==> src/rtl/mfcc_frame_scheduler.sv <==
// MFCC frame scheduler: launches window moves, tracks frames through the
// back-end by done pulses, with credit limit, stop/auto control and watchdog.
module mfcc_frame_scheduler #(
   parameter int MAX_INFLIGHT    = 2,
   parameter int TIMEOUT_CYCLES  = 100000,
   parameter int FRAME_CNT_WIDTH = 16
) (
   input  logic                       clk,
   input  logic                       rst,
   input  logic                       start_i,
   input  logic                       auto_restart_i,
   input  logic                       stop_i,
   input  logic                       window_idle_i,
   input  logic                       hamming_done_i,
   input  logic                       fft_done_i,
   input  logic                       mel_done_i,
   input  logic                       dct_done_i,
   output logic                       start_move_o,
   output logic                       busy_o,
   output logic                       frame_done_o,
   output logic [FRAME_CNT_WIDTH-1:0] frame_count_o,
   output logic [2:0]                 inflight_o,
   output logic                       timeout_o
);

   localparam int WDW = $clog2(TIMEOUT_CYCLES + 1);
   localparam logic [2:0]     MAXI   = 3'(MAX_INFLIGHT);
   localparam logic [WDW-1:0] WD_TOP = WDW'(TIMEOUT_CYCLES - 2);

   typedef enum logic [2:0] {
      S_IDLE, S_ARM, S_LAUNCH, S_WAIT_WIN, S_DRAIN, S_ERROR
   } state_t;

   state_t r_state, w_next;

   logic                       r_stop;
   logic [2:0]                 r_inflight;
   logic [WDW-1:0]             r_wd;
   logic [FRAME_CNT_WIDTH-1:0] r_fcnt;
   logic                       r_start_move;
   logic                       r_frame_done;
   logic                       r_timeout;

   logic w_any_done, w_dct_cnt, w_launch;
   logic w_wd_run, w_wd_clr, w_wd_hit;
   logic w_stop, w_clear;

   assign w_any_done = hamming_done_i | fft_done_i
                     | mel_done_i | dct_done_i;
   assign w_dct_cnt  = dct_done_i && (r_inflight != 3'd0);
   assign w_launch   = (r_state == S_LAUNCH);
   assign w_wd_run   = (r_state == S_WAIT_WIN || r_inflight != 3'd0)
                     && (r_state != S_ERROR);
   assign w_wd_clr   = w_launch || w_any_done;
   assign w_wd_hit   = w_wd_run && !w_wd_clr && (r_wd == WD_TOP);
   assign w_stop     = r_stop | stop_i;
   assign w_clear    = (r_state == S_ERROR) && start_i;

   // Next-state decision; watchdog expiry overrides any other move
   always_comb begin
      w_next = r_state;
      unique case (r_state)
         S_IDLE:
            if (start_i && !stop_i) w_next = S_ARM;
         S_ARM:
            if (w_stop)
               w_next = S_DRAIN;
            else if (window_idle_i && r_inflight < MAXI)
               w_next = S_LAUNCH;
         S_LAUNCH:
            w_next = S_WAIT_WIN;
         S_WAIT_WIN:
            if (hamming_done_i)
               w_next = (w_stop || !auto_restart_i) ? S_DRAIN : S_ARM;
         S_DRAIN:
            if (r_inflight == 3'd0) w_next = S_IDLE;
         S_ERROR:
            if (start_i) w_next = S_IDLE;
         default:
            w_next = S_IDLE;
      endcase
      if (w_wd_hit) w_next = S_ERROR;
   end

   // State register
   always_ff @(posedge clk or posedge rst) begin
      if (rst) r_state <= S_IDLE;
      else     r_state <= w_next;
   end

   // Stop request held until the scheduler is back in IDLE
   always_ff @(posedge clk or posedge rst) begin
      if (rst)
         r_stop <= 1'b0;
      else if (w_next == S_IDLE)
         r_stop <= 1'b0;
      else if (stop_i && r_state != S_IDLE && r_state != S_ERROR)
         r_stop <= 1'b1;
   end

   // Frames in flight: +1 per launch, -1 per dct done, never below 0
   always_ff @(posedge clk or posedge rst) begin
      if (rst)
         r_inflight <= 3'd0;
      else if (w_clear)
         r_inflight <= 3'd0;
      else if (w_launch && !w_dct_cnt)
         r_inflight <= r_inflight + 3'd1;
      else if (!w_launch && w_dct_cnt)
         r_inflight <= r_inflight - 3'd1;
   end

   // Watchdog counts only while work is pending
   always_ff @(posedge clk or posedge rst) begin
      if (rst)
         r_wd <= '0;
      else if (w_clear || w_wd_clr || !w_wd_run)
         r_wd <= '0;
      else
         r_wd <= r_wd + WDW'(1);
   end

   // Completed-frame counter, wraps naturally
   always_ff @(posedge clk or posedge rst) begin
      if (rst)
         r_fcnt <= '0;
      else if (w_clear)
         r_fcnt <= '0;
      else if (w_dct_cnt)
         r_fcnt <= r_fcnt + FRAME_CNT_WIDTH'(1);
   end

   // Registered pulses and sticky timeout flag
   always_ff @(posedge clk or posedge rst) begin
      if (rst) begin
         r_start_move <= 1'b0;
         r_frame_done <= 1'b0;
         r_timeout    <= 1'b0;
      end else begin
         r_start_move <= (w_next == S_LAUNCH);
         r_frame_done <= dct_done_i;
         if (w_clear)       r_timeout <= 1'b0;
         else if (w_wd_hit) r_timeout <= 1'b1;
      end
   end

   assign start_move_o  = r_start_move;
   assign busy_o        = (r_state != S_IDLE);
   assign frame_done_o  = r_frame_done;
   assign frame_count_o = r_fcnt;
   assign inflight_o    = r_inflight;
   assign timeout_o     = r_timeout;

endmodule

==> config.mk <==
export PLATFORM = sky130hd
export DESIGN_NAME = mfcc_frame_scheduler
export DESIGN_NICKNAME = d
export VERILOG_FILES = /design/src/rtl/mfcc_frame_scheduler.sv
export SDC_FILE = /design/constraint.sdc
export NUM_CORES = 1
export LEC_CHECK = 0
export ABC_AREA = 0
export BUFFER_PORTS_ARGS = -buffer_cell sky130_fd_sc_hd__buf_2
export CORE_MARGIN = 4
export CORE_UTILIZATION = 55
export CTS_CLUSTER_DIAMETER = 60
export DETAILED_ROUTE_END_ITERATION = 8
export GPL_TIMING_DRIVEN = 0
export PLACE_DENSITY_LB_ADDON = 0.08
export SLEW_MARGIN = 5
export SYNTH_ARGS = -nofsm -noshare
export SYNTH_HDL_FRONTEND = slang
export SYNTH_SLANG_ARGS = --single-unit
==> constraint.sdc <==
create_clock -name clk -period 5.95 [get_ports clk]
set_input_delay 0.8925 -clock clk [delete_from_list [all_inputs] [get_ports clk]]
set_output_delay 0.8925 -clock clk [all_outputs]
set_load 0.01 [all_outputs]
# Yosys cells after proc, flatten, opt, wreduce, memory -nomap -nowiden
# Cells that the tools add are included.
# W data, S select, Z words.
totals:
  ramBits: 0
  romBits: 0
  latchBits: 0
  output_inout_bits: 23
  register_bits: 43
  word_cells: 75
  input_bits: 10
  memories: 0
classes:
  add_sub_neg: 4
  multipliers: 0
  mux: 19
  n_reduce_logical: 31
  bitwise: 4
  eq_ne: 8
  div_mod_pow: 0
  magnitude_cmp: 1
  n_shift: 0
op_table:
  columns: ["cell", "n"]
  rows:
  - ["$mux W3", 11]
  - ["$mux W16", 2]
  - ["$pmux W3 S6", 1]
  - ["$add A17 B1 Y17 const B", 1]
  - ["$eq A17 B17 Y1 const B", 1]
  - ["$mux W17", 1]
  - ["$add A16 B1 Y16 const B", 1]
  - ["$logic_and A1 B1 Y1", 11]
  - ["$eq A3 B2 Y1 const B", 3]
  - ["$logic_not A3 Y1", 3]
  - ["$reduce_bool A3 Y1", 3]
  - ["$eq A3 B3 Y1 const B", 2]
  - ["$logic_not A1 Y1", 6]
  - ["$reduce_bool A2 Y1", 3]
  - ["$logic_or A1 B1 Y1", 5]
  - ["$mux W1", 4]
  - ["$or A1 B1 Y1", 4]
  - ["$add A3 B1 Y3 const B", 1]
  - ["$eq A3 B1 Y1 const B", 1]
  - ["$lt A3 B2 Y1 const B", 1]
  - ["$ne A3 B3 Y1 const B", 1]
  - ["$sub A3 B1 Y3 const B", 1]

# Logic depth before layout (Yosys ltp)
# Gate-level depths: netlist of run 1.
depth:
  word_depth: 10
  mapped_depth: 7
  mapped_depth_nobuf: 6

# Least setup slack after synthesis of run 1
# Ideal clock, no wire load.
synth_path:
  path_kind: "input-to-reg"
  start: "in dct_done_i"
  end: "reg r_inflight[2], in the netlist inflight_o[2]"
  setup_time_ns: 0.135
  path_buffers: 1
  required_ns: 5.815
  arrival_time_ns: 2.271
  slack_ns: 3.543
  path_stages: 7
  path_cell_list: "o31ai_1 clkbuf_1 nand2_1 fa_1 nor3_1 o21ai_0 nor3b_1"
synth_via:
  elab_chain_cells: 5
  word_cells_on_any_way: 7
  cone_classes: "mux: 2; reduce/logical: 5"
synth_lines:
  columns: ["element", "line", "rtl"]
  rows:
  - ["start, declared", "17", "input logic dct_done_i,"]
  - ["$logic_and A1 B1 Y1 (*)", "50", "assign w_dct_cnt = dct_done_i && (r_inflight != 3'd0);"]
  - ["$logic_not A1 Y1", "107", "else if (w_launch && !w_dct_cnt)"]
  - ["$logic_and A1 B1 Y1", "107", null]
  - ["$mux W3", "107", null]
  - ["$mux W3", "105", "else if (w_clear)"]
  - ["end signal, assigned", "108", "r_inflight <= r_inflight + 3'd1;"]
  - ["end signal, assigned", "110", "r_inflight <= r_inflight - 3'd1;"]
  - ["end, declared", "37", "logic [2:0] r_inflight;"]
# Mark *: on every way between the ends. The rest lies on a longest branch, timed or not.
# A chain may end at the register's enable or synchronous reset.

# Worst setup path in the final report of run 1
layout_path:
  start: "reg r_inflight[0], in the netlist inflight_o[0]"
  end: "reg r_inflight[2], in the netlist inflight_o[2]"
layout_via:
  elab_chain_cells: 6
  word_cells_on_any_way: 11
  cone_classes: "add/sub: 2; mux: 3; reduce/logical: 6"
layout_lines:
  columns: ["element"]
  rows:
  - ["branches (longest 6 deep; another with $sub A3 B1 Y3)"]
# Parallel ways; which one is timed is not known. The select of a mux whose other input is x is not followed.

==> results.txt, run 1 <==
----------------------------------------------------
[Cells and area]
  Layout cell share with drive strength beyond 1 ... 0.163
  Fill cell total of the finished layout ... 325
  Synth-to-Final Area Change ... 14.6%
  Nets ... 296
  Most common cell after layout, fill and taps aside ... sky130_fd_sc_hd__dfrtp_1
  Highest-count cells in the layout ignoring fill and taps ... 43 x sky130_fd_sc_hd__dfrtp_1, 32 x sky130_fd_sc_hd__buf_2, 31 x sky130_fd_sc_hd__nor2_1, 22 x sky130_fd_sc_hd__nand2_1, 19 x sky130_fd_sc_hd__xnor2_1
  Final core utilization ... 0.676
  Antenna Diode Count ... 0

[Global route]
  Wire length of the first global-routing pass ... 8000 um
  Met3 routing resource usage after global routing ... 0.0463
  Largest net degree at the start of global routing ... 31
  Leftover overflow at the end of global routing ... 0
  Most crowded layer after global routing ... met2
  Global-route met2 utilization ... 0.323
  Met1 track demand over resource ... 0.252
  Number of global-route vias before repair ... 1,722
  Overall fraction of global-route tracks in use ... 0.196
  Antenna violations before repair ... 0

[Worst setup path]
  Register-to-Register Path Depth ... 7
  Worst path required time ... 6100 ps
  Critical path arrival ... 2750 ps
  Critical Setup Path Class ... flip-flop to flip-flop
  Beginning of the worst register-to-register path ... inflight_o[0]
  Setup slack of the worst register-to-register path ... 3350 ps
  Critical path launch point type ... flip-flop
  RR Endpoint ... inflight_o[2]
  Setup crit end kind ... flip-flop
  Critical path fanouts, max ... 10

[Run]
  Max cap viols ... 0

[Timing]
  Final critical path time including I/O delays and setup ... 2600 ps
  Number of hold violations in the final report ... 0
  Fin. max-slew vios ... 0
  Final sum of negative setup slack ... 0 ps
  Post-route setup slack ... 3350 ps
  Headroom to the max-slew limit ... 0.576
  Setup repair after global routing missed its margin ... false
  Max Clk Rate ... 0.384 GHz
  Clock skew after layout ... 11.5 ps
  Setup violators final ... 0
  Actual transition at the worst max-transition pin ... 630 ps
  Portion of the clock cycle consumed by the worst path in the final layout ... 0.437

[Power]
  Sequential Power Share ... 0.468
  Leakage ... 1.08 nW
  Sw Pwr ... 0.293 mW
  Internal power ... 0.527 mW
  Switching fraction of total power ... 0.358
  Max rail drop VDD ... 0.158 mV
  Part of the total power dissipated in combinational logic ... 0.303
  Clock network fraction of total power ... 0.228
  Power Density ... 320 nW/um2

[Synthesis]
  Predominant post-synthesis flop cell ... sky130_fd_sc_hd__dfrtp_1
  Part of the Yosys area used for sequential elements ... 0.481
  Mapped cell area ... 2240 um2
  Number of library cell types mapped by synthesis ... 38
  Synthesized Nets ... 256
  Number of flops mapped to enable cells by yosys ... 0
  Yosys warning count ... 0
  Share of synthesized flip-flops with an asynchronous set or reset ... 1.00
  Number of register bits inferred by synthesis ... 43
  Post-Synthesis Mean Instance Area ... 9.25 um2
  Gate count of the mapped netlist ... 242

[Route]
  Final wirelength ... 4690 um
  Antenna Nets Post-Route ... 0
  First-pass iteration count of the detailed router ... 4
  Ratio of routed vias to standard cells ... 5.71
  Detailed router's first-iteration violation count ... 199
  Remaining design rule violation count ... 0
  Detailed-route wire length per cell ... 14.2 um
  Number of vias in the routed layout ... 1,883

[CTS]
  Hold-fix buffers, CTS ... 0
  Number of buffers created by CTS ... 5
  TritonCTS clock tree ... built
  CTS clk-pin slew, worst paths ... 80 ps
  Post-CTS Repair Setup Buffers ... 0
  TritonCTS Sinks ... 43
  Clock root cell ... sky130_fd_sc_hd__clkbuf_8
  Buffers from clock root to sink, at most ... 2
  Total number of H-tree levels ... 2
  # resized after CTS ... 0
  Worst-skew pair later-pin latency ... 290 ps

[Floorplanning]
  Starting density of the core ... 0.589
  Horizontal die dimension ... 71.8 um
  Die Y ... 71.8 um
  Placeable core region ... 3800 um2
  Total number of placement rows ... 22
  Number of top-level pins ... 33
  Total Die Area ... 5150 um2

[Worst hold path]
  Sink of the worst hold path ... timeout_o
  Hold Path Class ... flip-flop to flip-flop
  WHS Path Cells ... 2
  Startpoint of the most critical hold path ... timeout_o

[Placement]
  Worst slack, placed ... 3170 ps
  Sum of net half-perimeters after detailed placement ... 3430 um
  PortBufs ... 32
  Final weighted congestion in routability-driven placement ... 0.874

[Outcome]
  Run status ... finished, final reports clean

----------------------------------------------------
state kept, by name, summed over array words and instances (netlist names):
signal	flops
frame_count_o	16
frame_done_o	1
inflight_o	3
r_state	3
r_stop	1
r_wd	17
start_move_o	1
timeout_o	1
cell usage after synthesis, types with 3 or more instances:
cell                       count  area [um2]
sky130_fd_sc_hd__o21ai_0       6        30.0
sky130_fd_sc_hd__nor3_1       12        60.1
sky130_fd_sc_hd__dfrtp_1      43        1080
sky130_fd_sc_hd__a21oi_1      12        60.1
sky130_fd_sc_hd__nand2_1      22        82.6
sky130_fd_sc_hd__or3_1         6        37.5
sky130_fd_sc_hd__nand4_1       4        25.0
sky130_fd_sc_hd__xor2_1        4        35.0
sky130_fd_sc_hd__nor4_1        8        50.1
sky130_fd_sc_hd__nor3b_1       4        30.0
sky130_fd_sc_hd__o31ai_1       4        30.0
sky130_fd_sc_hd__nand3_1      14        70.1
sky130_fd_sc_hd__ha_1          3        37.5
sky130_fd_sc_hd__clkbuf_1      8        30.0
sky130_fd_sc_hd__inv_1         8        30.0
sky130_fd_sc_hd__nor2_1       31         116
sky130_fd_sc_hd__and3_1        4        25.0
sky130_fd_sc_hd__or4_1         6        45.0
sky130_fd_sc_hd__xnor2_1      19         166
worst max-delay path, cell delays in order, from the launching register on:
cell and delay, ps:
sky130_fd_sc_hd__dfrtp_1 460, sky130_fd_sc_hd__o31ai_1 590, sky130_fd_sc_hd__clkbuf_1 400, sky130_fd_sc_hd__nand2_1 120
sky130_fd_sc_hd__fa_1 400, sky130_fd_sc_hd__nor3_1 240, sky130_fd_sc_hd__o21ai_0 110, sky130_fd_sc_hd__nor3b_1 150
area by class of cell:
cell class / count / area, um2 / share of cell area
multi-input combinational: 182 / 1100 / 0.428
sequential: 43 / 1080 / 0.419
timing repair buffer: 33 / 180 / 0.0702
clock buffer: 6 / 82.6 / 0.0322
tap: 48 / 60.1 / 0.0234
buffer: 9 / 33.8 / 0.0132
inverter: 8 / 30.0 / 0.0117
clock inverter: 1 / 5.00 / 0.00195
stage by stage:
step	instance area (um2)	hold slack (ps)	power [mW]	cells
2_1_floorplan	2240	494	0.551	242
3_3_place_gp	2460	500	0.626	322
4_1_cts	2570	518	0.828	330
3_5_place_dp	2480	506	0.638	323
6_report	2570	512	0.821	330
5_1_grt	2570	546	0.875	330
power groups by stage:
stage / Combinational (mW) / Sequential [mW] / Clock, mW
after floorplan: 0.158 / 0.393 / 0
after global placement: 0.241 / 0.385 / 0
after detailed placement: 0.248 / 0.389 / 0
after CTS: 0.250 / 0.383 / 0.194
after global routing: 0.279 / 0.390 / 0.206
final: 0.249 / 0.384 / 0.187
layer usage:
layer	wire length, um	up-vias	part of all wire
li1	-	937	-
met1	2160	901	0.46
met3	212	7	0.045
met5	0	-	0
met2	2250	38	0.48
met4	73	0	0.016
worst max-delay path by stage:
stage                       start            end  slack [ps]  cells after the start
finish              inflight_o[0]  inflight_o[2]        3350                      7
global route        inflight_o[0]  inflight_o[2]        3140                      7
CTS                 inflight_o[0]  inflight_o[2]        3340                      7
detailed placement     dct_done_i  inflight_o[2]        3170                      8
global placement       dct_done_i  inflight_o[2]        3190                      8
floorplan              dct_done_i  inflight_o[2]        3540                      7
cell families (layout without fill, tap and decap cells):
kind of cell / count (synthesis) / count (layout) / synth area share
fa+ha+maj: 4 / 4 / 0.0257
buf+inv: 17 / 57 / 0.0285
compound gates: 30 / 30 / 0.0833
flops: 43 / 43 / 0.481
simple gates: 124 / 124 / 0.287
mux: 1 / 1 / 0.00447
xor+xnor: 23 / 23 / 0.0900
Note: power is estimated with default switching activity, not from simulation.
==> run 2, diff against run 1 <==
- clock period: 5.95 -> 2.4 ns (I/O delays scaled with it)
==> run 2 against run 1 <==
Compared with the run above: register-to-register slack got worse by 3200 ps; design area grew 0.83%; critical path type unchanged; highest routed layer unchanged; sequential cell count did not move; largest cell class unchanged; combinational power rose to 2.5 times the previous value.
==> results.txt, run 2 (synthesis gave the netlist of run 1 again) <==
----------------------------------------------------
[Global route]
  Wire length of the first global-routing pass ... 8020 um (+0.16%)
  Overall fraction of global-route tracks in use ... 0.196 (+0.000295)
  Leftover overflow at the end of global routing ... 0 (unchanged)
  Number of global-route vias before repair ... 1,734 (+0.70%)
  Antenna violations before repair ... 0 (unchanged)
  Largest net degree at the start of global routing ... 31 (unchanged)

[Floorplanning]
  Number of top-level pins ... 33 (unchanged)
  Horizontal die dimension ... 71.8 um (unchanged)
  Starting density of the core ... 0.589 (unchanged)
  Die Y ... 71.8 um (unchanged)
  Placeable core region ... 3800 um2 (unchanged)
  Total number of placement rows ... 22 (unchanged)
  Total Die Area ... 5150 um2 (unchanged)

[Worst setup path]
  Critical path arrival ... 2400 ps (-350 ps)
  Family with the most delay on the worst path ... flip-flops
  Worst path required time ... 2550 ps (-3550 ps)
  Critical path launch point type ... flip-flop
  Setup crit end kind ... flip-flop
  Slowest stage cell on the critical path ... sky130_fd_sc_hd__dfrtp_1
  Register-to-Register Path Depth ... 7 (unchanged)
  Critical path fanouts, max ... 10 (unchanged)
  Crit-path cells ... o31ai_4 -> clkbuf_2 -> nand2_1 -> fa_1 -> nor3_1 -> o21ai_0 -> nor3b_1
  RR Endpoint ... inflight_o[2]
  Worst setup path startpoint ... inflight_o[0]
  Beginning of the worst register-to-register path ... inflight_o[0]
  Setup slack of the worst register-to-register path ... 150 ps (-3190 ps)
  Worst path bufs/invs ... 1 (unchanged)
  CP Capture Point ... inflight_o[2]
  Depth of the critical timing path with buffers and inverters included ... 7 (unchanged)
  Maximum cell stage delay along the critical path ... 490 ps (-100 ps)
  Critical Setup Path Class ... flip-flop to flip-flop

[Timing]
  Fin. max-slew vios ... 0 (unchanged)
  Headroom to the max-slew limit ... 0.575 (-0.00166)
  Portion of the clock cycle consumed by the worst path in the final layout ... 0.937 (+0.499)
  Actual transition at the worst max-transition pin ... 632 ps (+2.47 ps)
  Clock skew after layout ... 10.6 ps (-0.855 ps)
  Final critical path time including I/O delays and setup ... 2250 ps (-355 ps)
  Setup repair after global routing missed its margin ... false
  Setup violators final ... 0 (unchanged)
  Max Clk Rate ... 0.445 GHz (+16%)
  Post-route setup slack ... 152 ps (-3190 ps)
  Number of hold violations in the final report ... 0 (unchanged)

[Power]
  Internal power ... 1.31 mW (+150%)
  Total power of the final layout ... 2.07 mW (+150%)
  Leakage ... 1.09 nW (+0.87%)
  Sequential Power Share ... 0.470 (+0.002)
  Clock network fraction of total power ... 0.224 (-0.004)
  Power Density ... 800 nW/um2 (+150%)
  Max rail drop VDD ... 0.389 mV (+150%)
  Sw Pwr ... 0.755 mW (+160%)
  Switching fraction of total power ... 0.365 (+0.00736)
  Part of the total power dissipated in combinational logic ... 0.306 (+0.003)

[Cells and area]
  Most common cell after layout, fill and taps aside ... sky130_fd_sc_hd__dfrtp_1
  Final core utilization ... 0.681 (+0.00560)
  Antenna Diode Count ... 0 (unchanged)
  Post-Layout Inst Area ... 2590 um2 (+0.83%)
  Highest-count cells in the layout ignoring fill and taps ... 43 x sky130_fd_sc_hd__dfrtp_1, 32 x sky130_fd_sc_hd__buf_2, 31 x sky130_fd_sc_hd__nor2_1, 22 x sky130_fd_sc_hd__nand2_1, 19 x sky130_fd_sc_hd__xnor2_1
  Register Area ... 1080 um2 (unchanged)
  Layout cell share with drive strength beyond 1 ... 0.177 (+0.0142)
  Fill cell total of the finished layout ... 320 (-1.5%)
  Combined area of the multi-input logic cells ... 1120 um2 (+1.7%)
  Number of flip-flops under the largest register name ... 17 (unchanged)
  Nets ... 296 (unchanged)
  Synth-to-Final Area Change ... 15.6%
  Reg with most FFs ... r_wd

[Run]
  Max cap viols ... 0 (unchanged)

[Placement]
  Worst slack, placed ... -191 ps (-3360 ps)
  Final weighted congestion in routability-driven placement ... 0.874 (unchanged)
  Placed inst area ... 2480 um2 (unchanged)
  Sum of net half-perimeters after detailed placement ... 3430 um (unchanged)
  PortBufs ... 32 (unchanged)

[Route]
  Antenna Nets Post-Route ... 0 (unchanged)
  Final wirelength ... 4800 um (+2.2%)
  Number of vias in the routed layout ... 1,895 (+0.64%)
  Ratio of routed vias to standard cells ... 5.74 (+0.64%)
  Detailed-route wire length per cell ... 14.5 um (+2.2%)
  Remaining design rule violation count ... 0 (unchanged)
  Detailed router's first-iteration violation count ... 192 (-3.5%)
  First-pass iteration count of the detailed router ... 4 (unchanged)

[CTS]
  TritonCTS clock tree ... built
  Clock root cell ... sky130_fd_sc_hd__clkbuf_8
  Post-CTS Repair Setup Buffers ... 0 (unchanged)
  Worst-skew pair later-pin latency ... 290 ps (about the same)
  Number of buffers created by CTS ... 5 (unchanged)
  TritonCTS Sinks ... 43 (unchanged)
  Total number of H-tree levels ... 2 (unchanged)
  Buffers from clock root to sink, at most ... 2 (unchanged)
  CTS clk-pin slew, worst paths ... 80 ps (about the same)

[Worst hold path]
  Hold Path Class ... input port to async pin

[Outcome]
  Run status ... finished, final reports clean

----------------------------------------------------
==> run 2: cell counts in the layout (fill, tap and decap cells not counted) <==
Identical to the previous run, type by type.
==> run 2: worst reg2reg max path, cell delays in order (launching register included) <==
cell and delay [ps]:
sky130_fd_sc_hd__dfrtp_1 490, sky130_fd_sc_hd__o31ai_4 350, sky130_fd_sc_hd__clkbuf_2 280, sky130_fd_sc_hd__nand2_1 100, sky130_fd_sc_hd__fa_1 390, sky130_fd_sc_hd__nor3_1 240
sky130_fd_sc_hd__o21ai_0 110, sky130_fd_sc_hd__nor3b_1 150
==> run 2: layout make-up <==
type	count	area share
clock inverters	1	0.00193
inverters	8	0.0116
multi-input cells	182	0.432
plain buffers	9	0.0140
flip-flops and latches	43	0.416
clock buffers	6	0.0319
repair buffers	33	0.0696
well taps	48	0.0232
==> run 2: worst min-delay path by stage <==
stage / startpoint / to
4_1_cts: rst / r_state[0]
3_3_place_gp: timeout_o / timeout_o
5_1_grt: rst / r_stop
6_report: rst / r_state[0]
2_1_floorplan: dct_done_i / frame_done_o
3_5_place_dp: rst / r_state[0]
==> run 2: stage by stage <==
step / hold slack, ps / instances / setup TNS, ps
finish: 12.2 / 330 / 0
global route: 34.8 / 330 / 0
CTS: 8.77 / 330 / 0
detailed placement: 336 / 323 / -191
global placement: 500 / 322 / -176
floorplan: 391 / 242 / 0
==> run 2: what timing repair did <==
| action | in CTS | in global routing |
|---|---|---|
| hold buffers | 0 | 0 |
| setup endpoints to repair | 1 | 9 |
| resized for setup | 2 | 4 |
==> run 2: layer usage <==
layer,up-vias,part of all wire,track usage
li1,939,-,-
met3,9,0.044,0.0463
met2,40,0.48,0.321
met4,0,0.017,0.0752
met5,-,0,0
met1,907,0.46,0.252
==> run 2: power groups by stage <==
stage	Clock, mW	Combinational, mW	Sequential (mW)
detailed placement	0	0.615	0.965
finish	0.464	0.634	0.972
CTS	0.481	0.623	0.955
global placement	0	0.597	0.955
floorplan	0	0.391	0.974
global route	0.511	0.708	0.984
